`src/rtl/axi_stream_hdr_pkg.sv`:
```
// axi_stream_hdr_pkg: shared state type and byte-mask helpers for the header strip path
package axi_stream_hdr_pkg;

   localparam int MAX_BYTE_WD = 128;

   typedef enum logic [1:0] {IDLE, HDR, BODY, FLUSH} state_e;

   function automatic logic [MAX_BYTE_WD-1:0] keep_from_cnt(input int cnt, input int bytes);
      logic [MAX_BYTE_WD-1:0] m;
      for (int i = 0; i < MAX_BYTE_WD; i++) m[i] = (i < bytes) && (i >= bytes - cnt);
      return m;
   endfunction

   function automatic int keep_popcount(input logic [MAX_BYTE_WD-1:0] keep);
      return $countones(keep);
   endfunction

   function automatic logic [MAX_BYTE_WD-1:0] keep_right(input int cnt);
      logic [MAX_BYTE_WD-1:0] m;
      for (int i = 0; i < MAX_BYTE_WD; i++) m[i] = i < cnt;
      return m;
   endfunction

endpackage

```
`src/rtl/axi_stream_byte_realign.sv`:
```
// axi_stream_byte_realign: splices held bytes with the current beat and derives header/last-beat keeps
module axi_stream_byte_realign
   import axi_stream_hdr_pkg::*;
#(
   parameter int DATA_WD      = 32,
   parameter int DATA_BYTE_WD = DATA_WD / 8,
   parameter int BYTE_CNT_WD  = $clog2(DATA_BYTE_WD)
) (
   input  logic [DATA_WD-1:0]      held_i,
   input  logic [DATA_WD-1:0]      data_i,
   input  logic [DATA_BYTE_WD-1:0] keep_i,
   input  logic [BYTE_CNT_WD:0]    n_i,
   input  logic                    first_i,
   output logic [DATA_WD-1:0]      beat_o,
   output logic [DATA_WD-1:0]      beat_last_o,
   output logic [DATA_WD-1:0]      hold_o,
   output logic [DATA_WD-1:0]      hold_last_o,
   output logic [DATA_WD-1:0]      hdr_data_o,
   output logic [DATA_BYTE_WD-1:0] last_keep_o,
   output logic [DATA_BYTE_WD-1:0] flush_keep_o,
   output logic [DATA_BYTE_WD-1:0] hdr_keep_o,
`ifdef STRIP_HDR_ERR_EN
   output logic                    short_o,
`endif
   output logic                    more_o
);

   int n, h, k;

   // held bytes sit left-aligned, so a body beat is held | (beat >> H bytes); out-of-range masks clamp to 0/all-ones
   always_comb begin
      n = int'(n_i);
      h = DATA_BYTE_WD - n;
      k = keep_popcount(MAX_BYTE_WD'(keep_i));
      hold_o = data_i << (8 * n);
      beat_o = first_i ? hold_o : (held_i | (data_i >> (8 * h)));
      last_keep_o = DATA_BYTE_WD'(keep_from_cnt(first_i ? k - n : h + k, DATA_BYTE_WD));
      flush_keep_o = DATA_BYTE_WD'(keep_from_cnt(k - n, DATA_BYTE_WD));
      hdr_keep_o = DATA_BYTE_WD'(keep_right(n)) & (keep_i >> h);
      more_o = k > n;
`ifdef STRIP_HDR_ERR_EN
      short_o = k < n;
`endif
      for (int i = 0; i < DATA_BYTE_WD; i++) begin
         beat_last_o[8*i +: 8] = beat_o[8*i +: 8] & {8{last_keep_o[i]}};
         hold_last_o[8*i +: 8] = hold_o[8*i +: 8] & {8{flush_keep_o[i]}};
         hdr_data_o[8*i +: 8] = data_i[8*(i+h) +: 8] & {8{hdr_keep_o[i]}};
      end
   end

endmodule

```
`src/rtl/axi_stream_strip_header.sv`:
```
// axi_stream_strip_header: strips an N-byte header off each AXI-Stream packet; STRIP_HDR_ERR_EN adds err_short
module axi_stream_strip_header
   import axi_stream_hdr_pkg::*;
#(
   parameter int DATA_WD      = 32,
   parameter int DATA_BYTE_WD = DATA_WD / 8,
   parameter int BYTE_CNT_WD  = $clog2(DATA_BYTE_WD)
) (
   input  logic                    clk,
   input  logic                    rst_n,
   input  logic                    valid_in,
   input  logic [DATA_WD-1:0]      data_in,
   input  logic [DATA_BYTE_WD-1:0] keep_in,
   input  logic                    last_in,
   output logic                    ready_in,
   output logic                    valid_out,
   output logic [DATA_WD-1:0]      data_out,
   output logic [DATA_BYTE_WD-1:0] keep_out,
   output logic                    last_out,
   input  logic                    ready_out,
   input  logic                    valid_strip,
   input  logic [BYTE_CNT_WD-1:0]  byte_strip_cnt,
   output logic                    ready_strip,
   output logic                    valid_header,
   output logic [DATA_WD-1:0]      data_header,
   output logic [DATA_BYTE_WD-1:0] keep_header,
`ifdef STRIP_HDR_ERR_EN
   output logic                    err_short,
`endif
   input  logic                    ready_header
);

   state_e                  state_q, state_d;
   logic [BYTE_CNT_WD:0]    n_q, n_d;
   logic [DATA_WD-1:0]      held_q, held_d;
   logic [DATA_BYTE_WD-1:0] flush_keep_q, flush_keep_d;
   logic                    valid_out_q, valid_out_d, last_out_q, last_out_d;
   logic [DATA_WD-1:0]      data_out_q, data_out_d;
   logic [DATA_BYTE_WD-1:0] keep_out_q, keep_out_d;
   logic                    valid_header_q, valid_header_d;
   logic [DATA_WD-1:0]      data_header_q, data_header_d;
   logic [DATA_BYTE_WD-1:0] keep_header_q, keep_header_d;
   logic [DATA_WD-1:0]      beat, beat_last, hold, hold_last, hdr_data;
   logic [DATA_BYTE_WD-1:0] last_keep, flush_keep, hdr_keep;
   logic                    more, out_free, accept;
`ifdef STRIP_HDR_ERR_EN
   logic                    short, err_q, err_d;
`endif

   axi_stream_byte_realign #(
      .DATA_WD     (DATA_WD),
      .DATA_BYTE_WD(DATA_BYTE_WD),
      .BYTE_CNT_WD (BYTE_CNT_WD)
   ) u_realign (
      .held_i      (held_q),
      .data_i      (data_in),
      .keep_i      (keep_in),
      .n_i         (n_q),
      .first_i     (state_q == HDR),
      .beat_o      (beat),
      .beat_last_o (beat_last),
      .hold_o      (hold),
      .hold_last_o (hold_last),
      .hdr_data_o  (hdr_data),
      .last_keep_o (last_keep),
      .flush_keep_o(flush_keep),
      .hdr_keep_o  (hdr_keep),
`ifdef STRIP_HDR_ERR_EN
      .short_o     (short),
`endif
      .more_o      (more)
   );

   assign out_free     = !valid_out_q || ready_out;
   assign ready_in     = state_q == HDR ? !valid_header_q && out_free : state_q == BODY && out_free;
   assign ready_strip  = state_q == IDLE;
   assign accept       = valid_in && ready_in;
   assign valid_out    = valid_out_q;
   assign data_out     = data_out_q;
   assign keep_out     = keep_out_q;
   assign last_out     = last_out_q;
   assign valid_header = valid_header_q;
   assign data_header  = data_header_q;
   assign keep_header  = keep_header_q;
`ifdef STRIP_HDR_ERR_EN
   assign err_short    = err_q;
`endif

   // next-state: descriptor latch, header capture, payload re-alignment and trailing flush
   always_comb begin
      state_d = state_q;
      n_d = n_q;
      held_d = held_q;
      flush_keep_d = flush_keep_q;
      valid_out_d = valid_out_q && !ready_out;
      data_out_d = data_out_q;
      keep_out_d = keep_out_q;
      last_out_d = last_out_q;
      valid_header_d = valid_header_q && !ready_header;
      data_header_d = data_header_q;
      keep_header_d = keep_header_q;
`ifdef STRIP_HDR_ERR_EN
      err_d = 1'b0;
`endif
      if (state_q == IDLE && valid_strip) begin
         n_d = {1'b0, byte_strip_cnt} + 1'b1;
         state_d = HDR;
      end
      if (state_q == HDR && accept) begin
         valid_header_d = 1'b1;
         data_header_d = hdr_data;
         keep_header_d = hdr_keep;
         held_d = hold;
`ifdef STRIP_HDR_ERR_EN
         err_d = last_in && short;
`endif
         state_d = last_in ? IDLE : BODY;
         if (last_in && more) begin
            valid_out_d = 1'b1;
            data_out_d = beat_last;
            keep_out_d = last_keep;
            last_out_d = 1'b1;
         end
      end
      if (state_q == BODY && accept) begin
         valid_out_d = 1'b1;
         held_d = last_in && more ? hold_last : hold;
         flush_keep_d = flush_keep;
         data_out_d = last_in && !more ? beat_last : beat;
         keep_out_d = last_in && !more ? last_keep : '1;
         last_out_d = last_in && !more;
         state_d = !last_in ? BODY : more ? FLUSH : IDLE;
      end
      if (state_q == FLUSH && out_free) begin
         valid_out_d = 1'b1;
         data_out_d = held_q;
         keep_out_d = flush_keep_q;
         last_out_d = 1'b1;
         state_d = IDLE;
      end
   end

   // state and output registers with synchronous active-low reset
   always_ff @(posedge clk) begin
      if (!rst_n) begin
         state_q <= IDLE;
         n_q <= '0;
         held_q <= '0;
         flush_keep_q <= '0;
         valid_out_q <= 1'b0;
         data_out_q <= '0;
         keep_out_q <= '0;
         last_out_q <= 1'b0;
         valid_header_q <= 1'b0;
         data_header_q <= '0;
         keep_header_q <= '0;
`ifdef STRIP_HDR_ERR_EN
         err_q <= 1'b0;
`endif
      end else begin
         state_q <= state_d;
         n_q <= n_d;
         held_q <= held_d;
         flush_keep_q <= flush_keep_d;
         valid_out_q <= valid_out_d;
         data_out_q <= data_out_d;
         keep_out_q <= keep_out_d;
         last_out_q <= last_out_d;
         valid_header_q <= valid_header_d;
         data_header_q <= data_header_d;
         keep_header_q <= keep_header_d;
`ifdef STRIP_HDR_ERR_EN
         err_q <= err_d;
`endif
      end
   end

endmodule

```
`config.mk`:
```
export PLATFORM = sky130hd
export DESIGN_NAME = axi_stream_strip_header
export DESIGN_NICKNAME = d
export VERILOG_FILES = /design/src/rtl/axi_stream_hdr_pkg.sv /design/src/rtl/axi_stream_byte_realign.sv /design/src/rtl/axi_stream_strip_header.sv
export SDC_FILE = /design/constraint.sdc
export NUM_CORES = 1
export LEC_CHECK = 0
export CELL_PAD_IN_SITES_DETAIL_PLACEMENT = 0
export CELL_PAD_IN_SITES_GLOBAL_PLACEMENT = 1
export CORE_MARGIN = 2
export CORE_UTILIZATION = 35
export DETAILED_ROUTE_END_ITERATION = 12
export PLACE_DENSITY = 0.78
export SLEW_MARGIN = 40
export SYNTH_ARGS = -nofsm -noshare
export SYNTH_HDL_FRONTEND = slang
export SYNTH_SLANG_ARGS = --single-unit
```
`constraint.sdc`:
```
create_clock -name clk -period 5 [get_ports clk]
set_clock_uncertainty 0.1 [all_clocks]
set_input_delay 1 -clock clk [delete_from_list [all_inputs] [get_ports clk]]
set_output_delay 1 -clock clk [all_outputs]
set_load 0.05 [all_outputs]
```
==> results.md, run 1 <==
- DRC viols: 0
- DR vias: 8563
- Number of distinct library cells after synthesis: 68
- Num ports: 122
- Min Tclk post-route: 4831 ps
- Syn nets: 1076
- Synth top area cells: dfxtp_1 (31%), nand2_1 (5.9%), a211oi_1 (5.2%)
- All-Layer GR Usage: 0.2694
- Core Region: 0.02109 sq mm
- Power Density: 334.3 mW/mm^2
- Routed WL per cell: 20.70 microns
- Clock transition at the registers of the reported paths: 60 ps
- Flop pwr share: 0.278
- Worst-margin pin slew: 815.6 ps
- Worst endpoint data arrival time: 5090 ps
- Congestion Overflow GR: 0
- Fin util: 0.5024
- CTS Hold Bufs: 0
- Req. time, crit path: 5260 ps
- Gate power share: 0.387
- Clock share of power: 0.335
- Yosys reg bits: 116
- Initial Utilization: 0.3588
- Top cell type's share of synthesized area: 0.3069
- Synthesized area per cell: 7.589 sq um
- Synthesized area: 0.007566 sq mm
- Slack of the critical path: 169.3 ps
- Total CTS buffers: 17
- F_max: 0.2070 GHz
- Max Transition Viols Final: 0
- Startpoint Class: primary input
- Tcrit/Tclk final: 0.9661
- Post-route ant nets: 0
- Ys flop type: dfxtp_1
- EDFF count, synth: 0
- Critical path peak fanout: 7
- Die ar.: 0.02281 sq mm
- Tot Pwr: 3.542 mW
- Sw power: 1.324 mW
- CTS tree: built
- Placed inst area: 0.009791 sq mm
- FF+latch area: 0.002323 sq mm
- Final hold slack: 383.2 ps
- Drt via density: 5.805
- Static Leak: 4.026 nW
- Sequential fraction of the synthesis area: 0.3069
- First-pass GRT wire length: 46.54 mm
- Clk root buf: clkbuf_16
- Top cell type by total area after synthesis: dfxtp_1
- Diodes inserted: 0
- Initial DRC Count: 781
- Row cnt: 53
- Drt pass-1 iters: 6
- VDD IR-drop max: 249.1 uV
- Placement Setup Slack: -809.8 ps
- Critical path type: in -> reg
- Final Non-Filler Cells: 1475
- Status: completed
- # fillers: 2055
- Min-delay src: data_out[7]$_SDFFE_PN0P_
- Final hold violation count: 0
- Reg-to-reg startpoint: n_q[0]$_SDFFE_PN0P_
- Post-DP HPWL: 22.36 mm
- Worst slew margin: 0.4548
- Area of the multi-input gates: 0.005115 sq mm
- Number of global-route vias before repair: 8190
- Worst skew pair latency: 420 ps
- Layout area overhead: 40.02%
- Design area: 0.01059 sq mm
- H-tree depth: 4
- Share of cells above drive strength 1: 0.1758
- Placed cells: 1437
- CP Launch Point: keep_in[0]
- Max-cap viol count: 0
- Fin nets: 1266
- RD Place Congestion: 0.9117
- Gate count after technology mapping: 997
- IO Port Bufs: 121
- CTS max path bufs: 2
- Pint: 2.218 mW
- Final WL: 30.53 mm
- Sw Share: 0.3738
- Hold Crit Class: reg -> reg
- Die Y: 151.0 microns
- Sink Count: 116
- Post-route setup TNS: 0 ps
- Final Setup Violations: 0
- Initial antenna violation count: 0
- Die width: 151.0 microns
- Synth warnings: 0
- Pin count of the biggest net entering global routing: 61
- FFs w/ async S/R, synth: 0
- Worst Setup End Kind: flop
==> final timing paths <==
kind | end | slack (ps) | depth (start not counted)
hold / removal | data_out[7]$_SDFFE_PN0P_ | 380 | 2
setup / recovery | data_out[31]$_SDFFE_PN0P_ | 170 | 20
hold reg to reg | data_out[7]$_SDFFE_PN0P_ | 380 | 2
setup reg to reg | data_out[31]$_SDFFE_PN0P_ | 620 | 15
==> cells in the final DEF (no fill, tap or decap), types with 6 or more instances in the layout <==
master and instances:
nand2_1 119, clkdlybuf4s50_1 116, dfxtp_1 115, buf_4 113, a21oi_1 71, nor2_1 67
nor2b_1 55, a211oi_1 52, o21ai_0 44, a22oi_1 34, nand3_1 27, ha_1 27
and2_1 23, inv_1 21, o21ai_1 20, nor3_1 20, nand2b_1 18, o22ai_1 17
clkbuf_16 17, a31oi_1 15, o21a_1 10, a221oi_1 10, a22o_1 9, o31ai_1 9
a222oi_1 8, mux2i_1 7, a21boi_1 7, a21o_1 6, and3_1 6
==> synthesized netlist by cell type (17+ instances only) <==
master / instances
nor2_1: 70
ha_1: 30
a31oi_1: 18
o21ai_0: 46
nand2b_1: 20
nor3_1: 22
nand2_1: 119
a22oi_1: 35
nor2b_1: 57
inv_1: 23
dfxtp_1: 116
nand3_1: 31
o22ai_1: 17
and2_1: 24
a211oi_1: 52
o21ai_1: 23
a21oi_1: 73
clkbuf_1: 63
==> flip-flops by register name (all words and copies together) (netlist names) <==
signal        cells
valid_out         1
data_out         32
flush_keep_q      4
held_q           32
keep_header       4
last_out          1
n_q               3
keep_out          4
state_q           2
valid_header      1
data_header      32
==> worst max-delay path: stages <==
cell      delay, ps
clkbuf_2         90
ha_1            290
ha_2            190
fa_2            560
inv_2            60
fa_2            390
nor2b_4         160
o21ai_2          70
ha_1            350
nor4bb_4        220
nand4_1         280
nand2_1         170
nand3_2          90
xnor2_2         150
nor4_4          310
buf_4           210
buf_6           130
buf_4           120
nand3_2          70
a21boi_2        160
==> logic make-up (layout without fill, tap and decap cells) <==
logic type / after synthesis / after routing / share of synthesized area
multiplexers: 10 / 10 / 0.01703
buffers and inverters: 97 / 300 / 0.04911
adder cells (fa/ha/maj): 34 / 34 / 0.06020
flip-flops: 116 / 116 / 0.3069
AO/OA/AOI/OAI: 358 / 358 / 0.3145
AND/OR/NAND/NOR: 374 / 374 / 0.2429
XOR/XNOR: 8 / 8 / 0.009260
==> area by class of cell <==
| type | instances | share of cell area |
|---|---|---|
| Clock buffer | 20 | 0.04405 |
| Tap cell | 275 | 0.03248 |
| Timing Repair Buffer | 242 | 0.2030 |
| Sequential cell | 116 | 0.2193 |
| Clock inverter | 12 | 0.008976 |
| Inverter | 26 | 0.009330 |
| Multi-Input combinational cell | 784 | 0.4828 |
==> power groups by stage <==
stage	clock network (mW)	logic (mW)	registers, mW
2_1_floorplan	0	0.736	1.02
3_3_place_gp	0	1.26	1.00
3_5_place_dp	0	1.27	1.00
4_1_cts	1.20	1.34	0.985
5_1_grt	1.23	1.47	0.990
6_report	1.19	1.37	0.986
==> routing by layer <==
| metal | vias to the layer above | global-route usage | wire [microns] |
|---|---|---|---|
| li1 | 4058 | - | - |
| met1 | 4027 | 0.3501 | 12930 |
| met2 | 405 | 0.4307 | 13960 |
| met3 | 73 | 0.05783 | 2402 |
| met4 | 0 | 0.1182 | 1233 |
| met5 | - | 0 | 0 |
==> what timing repair did <==
item | in CTS | in global routing
pin swaps | 20 | 20
endpoints found under the setup margin | 39 | 38
resized for setup | 34 | 20
buffers inserted | 5 | 1
No activity file was read; power rests on OpenSTA's default activity.
==> run 2: changes to the inputs <==
CAP_MARGIN = 20   (was default)
CELL_PAD_IN_SITES_DETAIL_PLACEMENT = default   (was 0)
CELL_PAD_IN_SITES_GLOBAL_PLACEMENT = default   (was 1)
PLACE_DENSITY = 0.6   (was 0.78)
==> results.md, run 2 (synthesis results as in run 1) <==
- Routed WL per cell: 20.69 microns (was 20.70 microns)
- Buf/Inv on CP: 7 (was 5)
- Design area: 0.01074 sq mm (was 0.01059 sq mm)
- Placed inst area: 0.009752 sq mm (was 0.009791 sq mm)
- Startpoint Class: primary input (unchanged)
- Total CTS buffers: 17 (unchanged)
- Row cnt: 53 (unchanged)
- Die width: 151.0 microns (unchanged)
- First-pass GRT wire length: 46.78 mm (was 46.54 mm)
- Core Region: 0.02109 sq mm (unchanged)
- Reg2Reg Setup Slack: 760 ps (was 620 ps)
- Hold Crit Class: reg -> reg (unchanged)
- Placed cells: 1432 (was 1437)
- Drt pass-1 iters: 6 (unchanged)
- Critical Path Slowest Stage Cell: fa_2 (unchanged)
- Min-delay src: held_q[15]$_SDFFE_PN0P_ (was data_out[7]$_SDFFE_PN0P_)
- Worst slew margin: 0.4107 (was 0.4548)
- Req. time, crit path: 5230 ps (was 5260 ps)
- Slowest stage delay, CP: 460 ps (was 560 ps)
- Final WL: 30.52 mm (was 30.53 mm)
- DRC viols: 0 (unchanged)
- CP top delay family: adder cells (unchanged)
- H-tree depth: 4 (unchanged)
- Static Leak: 4.062 nW (was 4.026 nW)
- Initial antenna violation count: 0 (unchanged)
- Reg-to-reg startpoint: n_q[0]$_SDFFE_PN0P_ (unchanged)
- CTS max path bufs: 2 (unchanged)
- CTS tree: built (unchanged)
- Max Transition Viols Final: 0 (unchanged)
- Layout area overhead: 41.99% (was 40.02%)
- Final Non-Filler Cells: 1475 (unchanged)
- RR Endpoint: keep_out[1]$_SDFFE_PN0P_ (was data_out[31]$_SDFFE_PN0P_)
- Pin count of the biggest net entering global routing: 60 (was 61)
- Min Tclk post-route: 4882 ps (was 4831 ps)
- Placement Setup Slack: -695.3 ps (was -809.8 ps)
- VDD IR-drop max: 234.1 uV (was 249.1 uV)
- Share of cells above drive strength 1: 0.1875 (was 0.1758)
- F_max: 0.2048 GHz (was 0.2070 GHz)
- Commonest non-fill, non-tap cell in the layout: nand2_1 (unchanged)
- Congestion Overflow GR: 0 (unchanged)
- Sink Count: 116 (unchanged)
- Worst R2R Path Depth: 16 (was 15)
- RD Place Congestion: 0.9455 (was 0.9117)
- Initial DRC Count: 883 (was 781)
- Tcrit/Tclk final: 0.9765 (was 0.9661)
- Initial Utilization: 0.3588 (unchanged)
- Most frequent cells in the layout: nand2_1 (119), clkdlybuf4s50_1 (116), dfxtp_1 (115) (unchanged)
- Slack of the critical path: 117.5 ps (was 169.3 ps)
- Drt via density: 5.742 (was 5.805)
- Die ar.: 0.02281 sq mm (unchanged)
- Clock transition at the registers of the reported paths: 60 ps (about the same)
- Clk root buf: clkbuf_16 (unchanged)
- DR vias: 8470 (was 8563)
- Critical path peak fanout: 6 (was 7)
- Critical path type: in -> reg (unchanged)
- Diodes inserted: 0 (unchanged)
- Fin util: 0.5094 (was 0.5024)
- Critical Path Most Common Cell: buf_4
- Number of global-route vias before repair: 7970 (was 8190)
- Worst Setup End Kind: flop (unchanged)
- Final hold violation count: 0 (unchanged)
- Crit-path cells: clkdlybuf4s15_1 > ha_1 > ha_2 > fa_2 > buf_4 > buf_4 > ha_1 > buf_4 > nor2b_1 > o211ai_1 > a21oi_2 > buf_4 > and2_1 > a221o_1 > nor4_4 > buf_4 > buf_6 > nand3_2 > a211oi_2 (was clkbuf_2 > ha_1 > ha_2 > fa_2 > inv_2 > fa_2 > nor2b_4 > o21ai_2 > ha_1 > nor4bb_4 > nand4_1 > nand2_1 > nand3_2 > xnor2_2 > nor4_4 > buf_4 > buf_6 > buf_4 > nand3_2 > a21boi_2)
- Power Density: 335.9 mW/mm^2 (was 334.3 mW/mm^2)
- Post-DP HPWL: 22.32 mm (was 22.36 mm)
- Worst-margin pin slew: 884.0 ps (was 815.6 ps)
- Worst skew pair latency: 420 ps (about the same)
- Final hold slack: 390.8 ps (was 383.2 ps)
- Worst endpoint data arrival time: 5120 ps (was 5090 ps)
- Fin nets: 1267 (was 1266)
- Num ports: 122 (unchanged)
- Max-cap viol count: 0 (unchanged)
- Die Y: 151.0 microns (unchanged)
- IO Port Bufs: 121 (unchanged)
- Final Setup Violations: 0 (unchanged)
- Worst Hold Path EP: held_q[15]$_SDFFE_PN0P_ (was data_out[7]$_SDFFE_PN0P_)
- Status: completed (unchanged)
- Post-route ant nets: 0 (unchanged)
- All-Layer GR Usage: 0.2700 (was 0.2694)
- Worst Hold Depth: 2 (unchanged)
[run 2: cell types whose count changed in the layout (fill, tap and decap cells not counted), moves of 4 or more]
| cell | delta |
|---|---|
| o31ai_1 | -6 |
| o31ai_2 | +6 |
| o21ai_2 | +5 |
| clkbuf_2 | -4 |
| clkdlybuf4s15_1 | +4 |
| o21ai_1 | -4 |
[run 2: final cells by class]
class | instances | area (sq um)
Clock inverter | 13 | 135.1
Fill cell | 2056 | 10340
Timing Repair Buffer | 243 | 2177
Tap cell | 275 | 344.1
Clock buffer | 18 | 439.2
Multi-Input combinational cell | 784 | 5225
Sequential cell | 116 | 2323
Inverter | 26 | 98.84
[run 2: worst max path at each step]
stage | cells after the start | to | slack (ps) | from
after floorplan | 17 | data_out[7]$_SDFFE_PN0P_ | 2 | keep_in[0]
after global placement | 18 | held_q[27]$_SDFFE_PN0P_ | -650 | keep_in[0]
after detailed placement | 20 | data_out[19]$_SDFFE_PN0P_ | -700 | keep_in[1]
after CTS | 19 | data_out[22]$_SDFFE_PN0P_ | 110 | keep_in[3]
after global routing | 19 | data_out[3]$_SDFFE_PN0P_ | -6 | keep_in[0]
final | 19 | keep_out[1]$_SDFFE_PN0P_ | 120 | keep_in[0]
[run 2: timing repair]
action | 4_1_cts | 5_1_grt
setup endpoints to repair | 38 | 42
gates cloned | 0 | 0
hold buffers | 0 | 0
pin swaps | 18 | 27
setup buffers | 4 | 8
gates resized for setup | 39 | 37
[run 2: worst reg2reg max path, delay by kind of cell (launching register included)]
family / cells / cell delay [ps]
buffers and inverters: 5 / 1450
AO/OA/AOI/OAI: 4 / 990
AND/OR/NAND/NOR: 6 / 900
flip-flops: 1 / 380
adder cells (fa/ha/maj): 1 / 350
[run 2: routing by layer]
metal  global-route usage  wire length [microns]  up-vias
met5                    0                      0        -
met4              0.09206                    767        0
met3              0.05663                   2445       47
met2               0.4116                  13450      380
met1               0.3781                  13860     3989
li1                     -                      -     4054
[run 2: metrics by stage]
| stage | TNS, ps | total power [mW] |
|---|---|---|
| after detailed placement | -30040 | 2.278 |
| after global routing | -22.44 | 3.783 |
| after floorplan | 0 | 1.759 |
| after global placement | -25960 | 2.281 |
| after CTS | 0 | 3.533 |
| final | 0 | 3.609 |
[run 2: where the power goes]
group	switching (mW)	total [mW]	internal (mW)
Sequential	0.0262	0.982	0.956
Clock	0.468	1.21	0.742
Combinational	0.817	1.42	0.599
Total	1.31	3.61	2.30
==> variant, RTL diff (config.mk and constraints of run 2) <==
Add a define of `STRIP_HDR_ERR_EN`.
--- a/src/rtl/axi_stream_byte_realign.sv
+++ b/src/rtl/axi_stream_byte_realign.sv
@@ -1,4 +1,6 @@
 // axi_stream_byte_realign: splices held bytes with the current beat and derives header/last-beat keeps
+`define STRIP_HDR_ERR_EN
+
 module axi_stream_byte_realign
    import axi_stream_hdr_pkg::*;
 #(
Behaviour (old outputs only; new: err_short): unchanged (equiv_simple and equiv_induct, registers matched by name and starting in step).
==> variant against run 2 <==
Final cell count shrank 2.1%; routed wire length shrank 3.0%; total power fell by 7.1%; clock power decreased by 8%; critical path depth fell by 1; first-iteration DRC count decreased by 4.6%; critical path type unchanged; die area about the same; setup slack better by 0.056 ns; critical endpoint is now data_out[2]; design area down 3.4%; sequential cell count grew 1; sequential share of layout area grew 0.97 points; area after synthesis barely moved.
==> variant: results (changes against run 2) <==
status:
  outcome: "finished, final reports clean"
synthesis:
  synth_nets: 1063  # -1.2%
  synth_top_cell_area_share: 0.309  # +0.00239
  synthTopCellsByCount: "143 x nand2_1, 117 x dfxtp_1, 114 x nor2_1"
  synth_area_leaders: "dfxtp_1 31%, nand2_1 7.1%, a22oi_1 5.9%, nor2_1 5.7%, a21oi_1 5.0%"
  synth_cells: 984  # -1.3%
  synth_seq_area_share: 0.309  # +0.00239
layout:
  drive_above_1_share: 0.162  # -0.0258
  fin_nets: 1236  # -2.4%
setup_path:
  max_stage_delay_ns: 0.51  # +0.05 ns
  crit_arrival_ns: 5.02  # -0.10 ns
  cp_max_fo: 10  # +4
  cp_slowest_cell: "fa_1"
routing:
  drtPass1Iterations: 5  # -1
  drt_iter0_markers: 842  # -4.6%
  wl_per_cell_um: 20.5  # -0.90%
  drt-total-wl_um: 29600  # -3.0%
  vias: 8441  # -0.34%
placement:
  gp_congestion: 0.903  # -4.5%
  port_buffers: 122  # +0.83%
  hpwl_um: 21500  # -3.8%
  post_dp_cell_area_sq_um: 9660  # -0.92%
global_route:
  grt_max_degree: 49  # -18%
  grt_usage: 0.259  # -0.0112
power:
  p_leak_uw: 0.00395  # -2.6%
  vdd_drop_max_mv: 0.245  # +4.6%
sta:
  slew_headroom: 0.427  # +0.0160
-- variant: cell count changes in the layout (fill, tap and decap cells not counted), sizes merged, moves of 12 or more --
cell           run 2  this run
nor2              70       117
a211oi            52        40
nor2b             57         5
o21ai             69        39
and3               8        23
nand2            119       144
nand2b            20         7
a22oi             35        61
buf              123       105
-- variant: timing repair --
item                                   4_1_cts  5_1_grt
setup endpoints to repair                   36       68
endpoints found under the hold margin        0        0
pin swaps                                   16       15
gates resized for setup                     19       11
setup buffers                                3        4
cloned                                       1        0
-- variant: area by class of cell --
cell class / count / area [sq um] / share of cell area
sequential: 117 / 2340 / 0.226
inverter: 17 / 65.1 / 0.00627
timing repair buffer: 228 / 2120 / 0.205
clock buffer: 19 / 443 / 0.0427
tap: 275 / 344 / 0.0332
multi-input combinational: 776 / 4970 / 0.479
clock inverter: 12 / 83.8 / 0.00808
-- variant: stage by stage --
step	total power, uW	setup TNS [ns]	setup WS (ns)
detailed placement	2150	-29.53	-0.605
global route	3510	-0.00299	-0.00299
global placement	2150	-27.62	-0.548
floorplan	1670	0	0.194
finish	3350	0	0.173
CTS	3320	0	0.0124
-- variant: kinds of logic (layout without fill, tap and decap cells) --
family | Yosys count | count (layout) | share of synthesized area
flip-flops | 117 | 117 | 0.309
adder cells (fa/ha/maj) | 34 | 34 | 0.0601
XOR/XNOR | 9 | 9 | 0.0104
AND/OR/NAND/NOR | 386 | 386 | 0.232
AO/OA/AOI/OAI | 335 | 335 | 0.312
buffers and inverters | 91 | 276 | 0.0514
multiplexers | 12 | 12 | 0.0243
-- variant: path summary, 6_finish.rpt --
path / cells past startpoint / start / slack (ns) / endpoint
setup / recovery: 18 / keep_in[1] / 0.17 / data_out[2]
hold reg to reg: 2 / data_header[30] / 0.35 / data_header[30]
setup reg to reg: 18 / n_q[0] / 0.85 / data_out[2]
hold / removal: 2 / data_header[30] / 0.35 / data_header[30]
-- variant: layer usage --
layer / up-vias / global-route usage / share of wire / wire [um]
met4: 0 / 0.0864 / 0.026 / 779
met1: 4035 / 0.387 / 0.48 / 14300
met5: - / 0 / 0 / 0
met3: 49 / 0.0488 / 0.079 / 2330
met2: 338 / 0.370 / 0.41 / 12200
li1: 4019 / - / - / -
-- variant: worst min-delay path: stages (launching register included) --
cell and delay, ns:
dfxtp_1 0.30, nand2_1 0.05, a21oi_1 0.05
-- variant: power by group --
part | switching (uW) | leakage, uW | internal, uW
combinational | 727 | 0.00276 | 544
clock | 468 | 0.000247 | 641
sequential | 18.4 | 0.000945 | 953
total | 1210 | 0.00395 | 2140
